--- src/rtl/fc_wr_ctrl.sv ---
// fc_wr_ctrl: captures the FC result matrix and streams it row-major to memory; FC_WR_RELU_EN enables ReLU at capture
module fc_wr_ctrl #(
  parameter int batch_size = 1,
  parameter int bias_size  = 2,
  parameter int addr_width = 16
) (
  input  logic                  clk,
  input  logic                  rst_n,
  input  logic [31:0]           result [batch_size][bias_size],
  input  logic                  result_valid,
  input  logic [addr_width-1:0] base_addr,
  input  logic                  mem_wr_ready,
  output logic                  mem_wr_en,
  output logic [addr_width-1:0] mem_wr_addr,
  output logic [31:0]           mem_wr_data,
  output logic                  busy,
  output logic                  done,
  output logic                  overrun
);
  localparam int N  = batch_size * bias_size;
  localparam int IW = N > 1 ? $clog2(N) : 1;
  typedef enum logic [1:0] {IDLE, WRITE, DONE} state_t;
  state_t                state, state_nx;
  logic [IW-1:0]         idx;
  logic [addr_width-1:0] base;
  logic [31:0]           cap [N];
  logic                  take, beat, last;
  function automatic logic [31:0] relu(input logic [31:0] w);
`ifdef FC_WR_RELU_EN
    return w[31] ? 32'h0 : w;
`else
    return w;
`endif
  endfunction
  assign take = result_valid && state != WRITE;
  assign beat = state == WRITE && mem_wr_ready;
  assign last = idx == IW'(N - 1);
  // next state: a capture always starts a write; DONE lasts exactly one cycle
  always_comb begin
    state_nx = take ? WRITE : state == WRITE ? (beat && last ? DONE : WRITE) : IDLE;
  end
  // state register
  always_ff @(posedge clk or negedge rst_n) begin
    if (!rst_n) state <= IDLE;
    else        state <= state_nx;
  end
  // beat index, sampled base address and overrun flag
  always_ff @(posedge clk or negedge rst_n) begin
    if (!rst_n) begin
      idx     <= '0;
      base    <= '0;
      overrun <= 1'b0;
    end else begin
      overrun <= result_valid && state == WRITE;
      if (take) begin
        idx  <= '0;
        base <= base_addr;
      end else if (beat) begin
        idx <= last ? '0 : idx + 1'b1;
      end
    end
  end
  // capture buffer, flattened row-major; contents are don't-care until the first capture
  always_ff @(posedge clk) begin
    if (take)
      for (int r = 0; r < batch_size; r++)
        for (int c = 0; c < bias_size; c++)
          cap[r * bias_size + c] <= relu(result[r][c]);
  end
  assign mem_wr_en   = state == WRITE;
  assign busy        = state != IDLE;
  assign done        = state == DONE;
  assign mem_wr_addr = mem_wr_en ? base + addr_width'(idx) : '0;
  assign mem_wr_data = mem_wr_en ? cap[idx] : '0;
endmodule
--- config.mk ---
export PLATFORM = sky130hd
export DESIGN_NAME = fc_wr_ctrl
export DESIGN_NICKNAME = d
export VERILOG_FILES = /design/src/rtl/fc_wr_ctrl.sv
export SDC_FILE = /design/constraint.sdc
export NUM_CORES = 1
export LEC_CHECK = 0
export ABC_AREA = 1
export CELL_PAD_IN_SITES_DETAIL_PLACEMENT = 0
export CELL_PAD_IN_SITES_GLOBAL_PLACEMENT = 2
export CORE_MARGIN = 4
export CORE_UTILIZATION = 28
export DETAILED_ROUTE_END_ITERATION = 7
export PLACE_DENSITY = 0.85
export SYNTH_ARGS = -nofsm -noshare
export SYNTH_HDL_FRONTEND = slang
export SYNTH_SLANG_ARGS = --single-unit
--- constraint.sdc ---
create_clock -name clk -period 5.4 [get_ports clk]
set_clock_uncertainty 0.15 [all_clocks]
set_input_delay 0.81 -clock clk [delete_from_list [all_inputs] [get_ports clk]]
set_output_delay 0.81 -clock clk [all_outputs]
set_load 0.02 [all_outputs]
==> impl_metrics.json <==
{
  "ir_drop_uv": 219,
  "cts_sinks": 84,
  "cellPowerDensity_mw_per_mm2": 568,
  "cp.required_ps": 4440,
  "r2r-end": "cap[1][19]",
  "rsz0062_at_grt": "false",
  "power_leakage_nw": 2.14,
  "synth_top_area_cell": "edfxtp_1",
  "endpoint_kind": "output port",
  "power_w": 0.00311,
  "synth_area_leaders": "edfxtp_1, dfrtp_1, nand2_1",
  "yosysWarnings": 0,
  "synth_area_per_cell_um2": 10.2,
  "cp_max_fo": 14,
  "hold_start": "base[15]",
  "drive_gt1_share_pct": 6.61,
  "dp_slack_ps": 2240,
  "io_buffer_count": 135,
  "r2r_slack_ps": 3130,
  "row_count": 41,
  "ys_seq_area_share_pct": 66.3,
  "cts-htree-levels": 3,
  "start_util_pct": 28.7,
  "finalHoldViolations": 0,
  "tightest_slew_ps": 1010,
  "finalCritPeriodShare_pct": 63.7,
  "area_growth_syn_to_layout_pct": 49.9,
  "grt_pass1_wl_um": 15300,
  "ys_ff_latch": 84,
  "period_needed_ps": 3440,
  "hp-class": "reg2reg",
  "root_buffer": "clkbuf_16",
  "synth_area_mm2": 0.00365,
  "status": "completed",
  "clkPwrFrac_pct": 20.0,
  "final_cell_mix": "clkdlybuf4s50_1, nand2_1, edfxtp_1",
  "nets": 580,
  "vias": 2867,
  "switching_share_pct": 40.1,
  "postRouteAntennaNets": 0,
  "dp_hpwl_um": 7040,
  "ctsResizeCount": 0,
  "routedWlPerCell_um": 14.4,
  "syn-num-nets": 445,
  "cts_setup_buffers": 0,
  "track_usage_pct": 13.2,
  "post_synth_num_cell_types": 23,
  "firstDrtPassIters": 4,
  "clkTransAtPathRegs_ps": 60,
  "syn_inst": 359,
  "cts_buffers": 9,
  "grt_max_degree": 66,
  "slew_viol_final": 0,
  "seqPwrFrac_pct": 32.0,
  "cap_violations": 0,
  "cts_buffer_depth": 2,
  "cts_tree": "done",
  "drt-initial-drc-count": 145,
  "drt-total-wl_um": 9670,
  "finalWorstSetupSlack_ps": 1960,
  "p_int_w": 0.00186,
  "die_h_um": 122,
  "crit_type": "reg2out",
  "r2r_start": "state[0]",
  "yosys.area.top_type_share_pct": 52.6,
  "slew_headroom_pct": 32.6,
  "combPwrFrac_pct": 48.0,
  "start_kind": "register",
  "gp_congestion": 0.822,
  "setup_viol": 0,
  "hold_buffers": 0,
  "crit_path_end": "mem_wr_addr[13]",
  "fmax_mhz": 291,
  "die_width_um": 122,
  "final_common_cell": "clkdlybuf4s50_1",
  "clkLatencyLatePin_ps": 330,
  "cp.arrival_ps": 2480,
  "p_sw_w": 0.00125,
  "drc": 0,
  "coreArea_mm2": 0.0127,
  "diodes": 0,
  "viasPerCell": 4.27,
  "grt_pass1_vias": 3041,
  "tns_ps": 0,
  "cp-startpoint": "idx",
  "antenna_found_initial": 0,
  "r2r_cells": 4,
  "die_area_mm2": 0.0149,
  "num_io_pins": 136,
  "stdcell_area_mm2": 0.00548,
  "dpl_cell_area_mm2": 0.00516,
  "hold_ws_ps": 359,
  "grt-ovfl-total": 0
}
==> kinds of logic (layout without fill, tap and decap cells) <==
kind of cell               after synthesis  count (layout)  synth area share [%]
adders and majority gates                2               2                 0.685
DFF                                     84              84                  66.3
buffers and inverters                   43             183                  5.03
and+or+nand+nor                        169             169                  19.3
AOI/OAI and AO/OA                       61              61                  8.66
==> sequential cells by signal, indices dropped and copies added, names as in the netlist <==
name / cells
overrun: 1
base: 16
cap: 64
state: 2
idx: 1
==> cell usage after synthesis, drive strengths merged <==
cell type  count
nor3b          1
a21oi         39
nand3          5
nor2          30
a22oi          1
nand2        130
o21bai         2
ha             2
buf           12
clkbuf         1
edfxtp        64
nor3           3
o21ai         19
inv           30
dfrtp         20
==> power by group through the flow <==
stage	Sequential (W)	Clock, W	Combinational [W]
6_report	0.000995	0.000624	0.00149
2_1_floorplan	0.000973	0	0.000864
5_1_grt	0.00102	0.000672	0.00165
4_1_cts	0.000999	0.000646	0.00153
3_3_place_gp	0.00101	0	0.00152
3_5_place_dp	0.00101	0	0.00152
==> worst max-delay path, cell delays in order, from the launching register on <==
cell,delay [ps]
dfrtp_1,630
ha_1,280
nand2_1,100
nor2_2,110
nand2_1,80
nor2_1,150
nor2_1,60
nor2_1,120
clkdlybuf4s50_1,630
==> per-stage QoR <==
stage / instances / util, %
after floorplan: 359 / -
after global placement: 655 / 40.6
after detailed placement: 655 / 40.6
after CTS: 671 / 43.0
after global routing: 671 / 43.0
final: 671 / 43.0
==> worst min-delay path by stage <==
stage               end  slack (ps)  cells after the start
2_1_floorplan  base[15]         310                      2
4_1_cts        base[15]         360                      2
6_report       base[15]         360                      2
5_1_grt        base[15]         400                      2
3_5_place_dp   base[15]         350                      2
3_3_place_gp   base[15]         340                      2
==> area by class of cell <==
class                           instances  area (µm²)
Fill cell                            1275        7250
Sequential cell                        84        2420
Timing Repair Buffer                  137        1370
Multi-Input combinational cell        232        1050
Clock buffer                            9         225
Tap cell                              172         215
Inverter                               30         113
Clock inverter                          7        87.6
==> per-layer routing <==
layer | GRT usage, % | wire length (µm)
met1 | 16.2 | 4090
met2 | 21.6 | 4630
met3 | 5.44 | 873
met4 | 3.36 | 76
met5 | 0 | 0
Power figures use the tool's default switching activity.
